## config.mk

```make
export PLATFORM = sky130hd
export DESIGN_NAME = digit_scanner
export DESIGN_NICKNAME = d
export VERILOG_FILES = /design/src/rtl/display_pkg.sv /design/src/rtl/tick_divider.sv /design/src/rtl/digit_scanner.sv
export SDC_FILE = /design/constraint.sdc
export NUM_CORES = 1
export LEC_CHECK = 0
export ABC_AREA = 1
export CAP_MARGIN = 20
export CORE_UTILIZATION = 42
export CTS_BUF_LIST = sky130_fd_sc_hd__clkbuf_8
export DETAILED_ROUTE_END_ITERATION = 12
export DONT_BUFFER_PORTS = 1
export PLACE_DENSITY = 0.61
export SLEW_MARGIN = 20
export SYNTH_ARGS = -nofsm -noshare
export SYNTH_HDL_FRONTEND = slang
export SYNTH_SLANG_ARGS = --single-unit
```

## constraint.sdc

```tcl
create_clock -name newclk -period 3.4 [get_ports newclk]
set_input_delay 0.17 -clock newclk [delete_from_list [all_inputs] [get_ports newclk]]
set_output_delay 0.17 -clock newclk [all_outputs]
set_load 0.02 [all_outputs]
```

## src/rtl/display_pkg.sv

```systemverilog
// +----------------------------------------------------------------------+
// | display_pkg : shared helpers and board defaults for the digit scanner |
// | Revision    : 1.0                                                     |
// +----------------------------------------------------------------------+
`default_nettype none

package display_pkg;

    // Slot and blink defaults for the board clock.
    localparam int DEF_SCAN_DIV  = 1000;
    localparam int DEF_BLINK_DIV = 32;

    function automatic int sel_width(input int n);
        return (n > 1) ? $clog2(n) : 1;
    endfunction

    function automatic logic an_level(input logic active, input logic active_low);
        return active ^ active_low;
    endfunction

endpackage

`default_nettype wire

```

## src/rtl/tick_divider.sv

```systemverilog
// +----------------------------------------------------------------------+
// | tick_divider : enabled modulo-MAX counter with terminal-count pulse   |
// | Revision     : 1.0                                                    |
// +----------------------------------------------------------------------+
`default_nettype none

module tick_divider
    import display_pkg::*;
#(
    parameter int MAX = 2
) (
    input  logic                      newclk,
    input  logic                      rst_n,
    input  logic                      en,
    output logic [sel_width(MAX)-1:0] count,
    output logic                      tc
);

    localparam int c_w = sel_width(MAX);

    generate
        if (MAX == 1) begin : g_single
            // Every enabled cycle is a terminal count; no state needed.
            logic unused_clk_rst;
            assign unused_clk_rst = newclk ^ rst_n;
            assign count          = '0;
            assign tc             = en;
        end else begin : g_multi
            localparam logic [c_w-1:0] c_last = c_w'(MAX - 1);
            logic [c_w-1:0] r_count;

            always_ff @(posedge newclk or negedge rst_n) begin
                if (!rst_n) begin
                    r_count <= '0;
                end else if (en) begin
                    r_count <= (r_count == c_last) ? '0 : r_count + 1'b1;
                end
            end

            assign count = r_count;
            assign tc    = en && (r_count == c_last);
        end
    endgenerate

endmodule

`default_nettype wire

```

## src/rtl/digit_scanner.sv

```systemverilog
// +----------------------------------------------------------------------+
// | digit_scanner : multiplexed seven-segment strobe with blink/blank     |
// | Revision      : 1.0                                                   |
// +----------------------------------------------------------------------+
`default_nettype none

module digit_scanner
    import display_pkg::*;
#(
    parameter int DIGITS     = 8,
    parameter int SCAN_DIV   = DEF_SCAN_DIV,
    parameter int BLINK_DIV  = DEF_BLINK_DIV,
    parameter int ACTIVE_LOW = 1
) (
    input  logic                         newclk,
    input  logic                         rst_n,
    input  logic                         en,
    input  logic [DIGITS-1:0]            blink_mask,
    input  logic [DIGITS-1:0]            blank_mask,
    output logic [sel_width(DIGITS)-1:0] sel,
    output logic [DIGITS-1:0]            an,
    output logic                         frame_start,
    output logic                         blink_phase
);

    localparam int                 c_sel_w    = sel_width(DIGITS);
    localparam int                 c_pre_w    = sel_width(SCAN_DIV);
    localparam int                 c_frm_w    = sel_width(BLINK_DIV);
    localparam logic [c_sel_w-1:0] c_last_sel = c_sel_w'(DIGITS - 1);
    localparam logic               c_act_low  = (ACTIVE_LOW != 0);
    localparam logic [DIGITS-1:0]  c_an_off   = {DIGITS{c_act_low}};

    logic [c_pre_w-1:0] w_pre;
    logic               w_slot_tc;
    logic [c_frm_w-1:0] w_frm_unused;
    logic               w_frm_tc;
    logic               w_frame_wrap;
    logic [c_sel_w-1:0] r_sel_cnt;
    logic               r_phase;
    logic [DIGITS-1:0]  w_an_nxt;

    assign w_frame_wrap = w_slot_tc && (r_sel_cnt == c_last_sel);

    tick_divider #(.MAX(SCAN_DIV)) u_slot (
        .newclk (newclk),
        .rst_n  (rst_n),
        .en     (en),
        .count  (w_pre),
        .tc     (w_slot_tc)
    );

    tick_divider #(.MAX(BLINK_DIV)) u_frame (
        .newclk (newclk),
        .rst_n  (rst_n),
        .en     (w_frame_wrap),
        .count  (w_frm_unused),
        .tc     (w_frm_tc)
    );

    // r_sel_cnt/r_phase describe the slot presented on the next edge;
    // the output registers below present it one cycle later.
    always_ff @(posedge newclk or negedge rst_n) begin
        if (!rst_n) begin
            r_sel_cnt <= '0;
            r_phase   <= 1'b0;
        end else if (w_slot_tc) begin
            r_sel_cnt <= (r_sel_cnt == c_last_sel) ? '0 : r_sel_cnt + 1'b1;
            if (w_frm_tc) begin
                r_phase <= ~r_phase;
            end
        end
    end

    always_comb begin
        w_an_nxt = c_an_off;
        for (int i = 0; i < DIGITS; i++) begin
            if (en && (w_pre != '0) && (r_sel_cnt == c_sel_w'(i)) &&
                !(blank_mask[i] || (blink_mask[i] && r_phase))) begin
                w_an_nxt[DIGITS-1-i] = an_level(1'b1, c_act_low);
            end
        end
    end

    always_ff @(posedge newclk or negedge rst_n) begin
        if (!rst_n) begin
            sel         <= '0;
            an          <= c_an_off;
            frame_start <= 1'b0;
            blink_phase <= 1'b0;
        end else begin
            an          <= w_an_nxt;
            frame_start <= en && (w_pre == '0) && (r_sel_cnt == '0);
            if (en) begin
                sel         <= r_sel_cnt;
                blink_phase <= r_phase;
            end
        end
    end

endmodule

`default_nettype wire

```

==> flow_summary.ini <==
[clock_network]
htree_levels = 2
cts.sinks = 32
clk_latency_ns = 0.29
cts_buffers = 5
cts_tree = done
path_clk_slew_ns = 0.07
root_buffer = clkbuf_8
clock_path_buffers = 2
cts_resized = 0

[layout]
syn2layout_area_growth_pct = 10.7
drive_gt1_frac = 0.175
fin_util = 0.487
n_fill_cell = 378
n_antenna_cell = 0
fin_nets = 239

[yosys]
synth.net_count = 234
ys_seq_elements = 32
yosysSeqAreaShare = 0.461
yosysTopAreaCell = dfrtp_1
yosys_warnings = 0
synth_ff_type = dfrtp_1
synth_area_um2 = 1760
yosysMostFrequentCell = nand2_1
syn_avg_cell_area_um2 = 8.58
ys_types = 28
ys_top_cells_by_area = dfrtp_1 (34%), dfstp_2 (12%), nand2_1 (9.0%), ha_1 (7.1%), nand4_1 (5.3%)
yosys-top-cells-count = nand2_1 (42), dfrtp_1 (24), nor2_1 (24)
synth_top_area_frac = 0.341
async_flop_share = 1.00
synth_edf_count = 0
syn_inst = 205

[sta]
setup_ws_ns = 1.92
slew_headroom = 0.746
setup_viol = 0
tns_ns = 0
tightestPinTransition_ns = 0.381
post-route-min-period_ns = 1.48
finalCritPeriodShare = 0.434
fmax_mhz = 677
drv_slew = 0
hold_viol_final = 0
skew_ns = 0.00649
rsz0062_at_grt = no

[grt]
grt_pass1_vias = 1238
grt_use_total = 0.184
grt_max_degree = 33
grt_first_pass_wirelength_um = 5950
overflow = 0
antenna_found_initial = 0

[floorplan]
start_util = 0.440
rows = 23
dieArea_um2 = 4450
core_um2 = 4000
die_w_um = 66.7
ios = 32
chipHeight_um = 66.7

[worst_hold_path]
hold_end = an[0]
hold_class = input port to register
holdCritStartpoint = en
holdPathStages = 1

[worst_setup_path]
max_stage_delay_ns = 0.41
cp-end-kind = register
reg2reg_slack_ns = 1.92
r2r-start = u_slot.count[0]
reg2regPathDepth = 6
cp_data_required_time_ns = 3.59
startpoint_type = register
cp.arrival_ns = 1.67
crit_type = register to register
crit_chain = inv_1 -> ha_1 -> nand2_1 -> nor2_1 -> nand4_2 -> nor4_1
critPathBufInv = 1
critPathTopFamily = simple AND/OR/NAND/NOR gates
crit_fanout = 9
crit_slowest_cell = dfrtp_1
r2r-end = frame_start

[placement]
io_buffers = 0
routabilityCongestion = 0.816
dp_slack_ns = 1.91
place_hpwl_um = 2480

[route]
routedWlPerCell_um = 13.2
vias = 1328
vias_per_cell = 5.09
drt_wl_total_um = 3440
drt_iter0_markers = 51
antenna_left = 0
firstDrtPassIters = 4
drc_errors = 0

[flow_run]
cap_violations = 0

[pwr]
p_per_area_nw_per_um2 = 551
ir_drop_mv = 0.222
leakagePower_nw = 0.938

[run_status]
status = finished clean
final cells by class:
cell class | instances | area (um^2) | share of cell area
clock buffers | 5 | 68.8 | 0.0353
clock inverters | 3 | 38.8 | 0.0199
well taps | 50 | 62.6 | 0.0321
inverters | 25 | 93.8 | 0.0482
flip-flops and latches | 32 | 811 | 0.416
repair buffers | 3 | 40.0 | 0.0206
multi-input cells | 143 | 832 | 0.427
power breakdown:
group,internal [mW],switching [mW],leakage [nW]
clock network,0.214,0.139,0.0593
registers,0.433,0.0783,0.387
logic,0.0715,0.137,0.491
total,0.719,0.355,0.938
worst max path at each step:
stage,depth (start not counted),startpoint,slack (ns),endpoint
2_1_floorplan,7,u_frame.count[0],2.10,u_frame.count[2]
3_3_place_gp,6,u_slot.count[0],1.92,frame_start
3_5_place_dp,6,u_slot.count[0],1.91,frame_start
4_1_cts,6,u_slot.count[0],1.91,frame_start
5_1_grt,9,u_slot.count[0],1.79,u_slot.count[8]
6_report,6,u_slot.count[0],1.92,frame_start
cells by family (layout without fill, tap and decap cells):
logic type	Yosys count	after routing	synth area share
AO/OA/AOI/OAI	15	15	0.0427
flip-flops	32	32	0.461
XOR/XNOR	2	2	0.00996
buffers and inverters	30	36	0.0661
AND/OR/NAND/NOR	116	116	0.349
adder cells (fa/ha/maj)	10	10	0.0711
registers in the layout, summed over array words and instances, names as in the netlist:
register / flops
u_slot.count: 10
an: 8
u_frame.count: 5
r_sel_cnt: 3
sel: 3
blink_phase: 1
frame_start: 1
r_phase: 1
worst reg2reg max path: stages (launching register included):
cell,delay (ns)
dfrtp_1,0.41
inv_1,0.15
ha_1,0.16
nand2_1,0.07
nor2_1,0.13
nand4_2,0.24
nor4_1,0.23
through the flow:
stage | hold WS (ns) | instance area [um^2] | cells | total power [mW]
global route | 0.00624 | 1950 | 261 | 1.15
global placement | -0.124 | 1800 | 250 | 0.714
detailed placement | -0.124 | 1800 | 250 | 0.714
CTS | 0.00208 | 1950 | 261 | 1.09
floorplan | -0.126 | 1760 | 205 | 0.671
finish | 0.0118 | 1950 | 261 | 1.07
metal layers:
| metal | up-vias | part of all wire | global-route usage |
|---|---|---|---|
| li1 | 677 | - | - |
| met2 | 24 | 0.44 | 0.258 |
| met4 | 0 | 0.018 | 0.0718 |
| met5 | - | 0 | 0 |
| met3 | 6 | 0.038 | 0.0531 |
| met1 | 621 | 0.50 | 0.261 |
repair_timing:
item | 4_1_cts | 5_1_grt
hold buffers | 3 | 0
buffers inserted | 0 | 0
endpoints found under the hold margin | 41 | 0
placed cells by master (no fill, tap or decap), drive strengths merged, types with 2 or more instances in the layout:
| cell type | count |
|---|---|
| a21oi | 5 |
| nor2 | 31 |
| dfrtp | 24 |
| inv | 26 |
| nand2 | 46 |
| xor2 | 2 |
| clkbuf | 5 |
| dfstp | 8 |
| ha | 10 |
| o21ai | 10 |
| nand4 | 16 |
| nand3 | 16 |
| dlygate4sd3 | 2 |
| nor3 | 4 |
No activity file was read; power rests on OpenSTA's default activity.
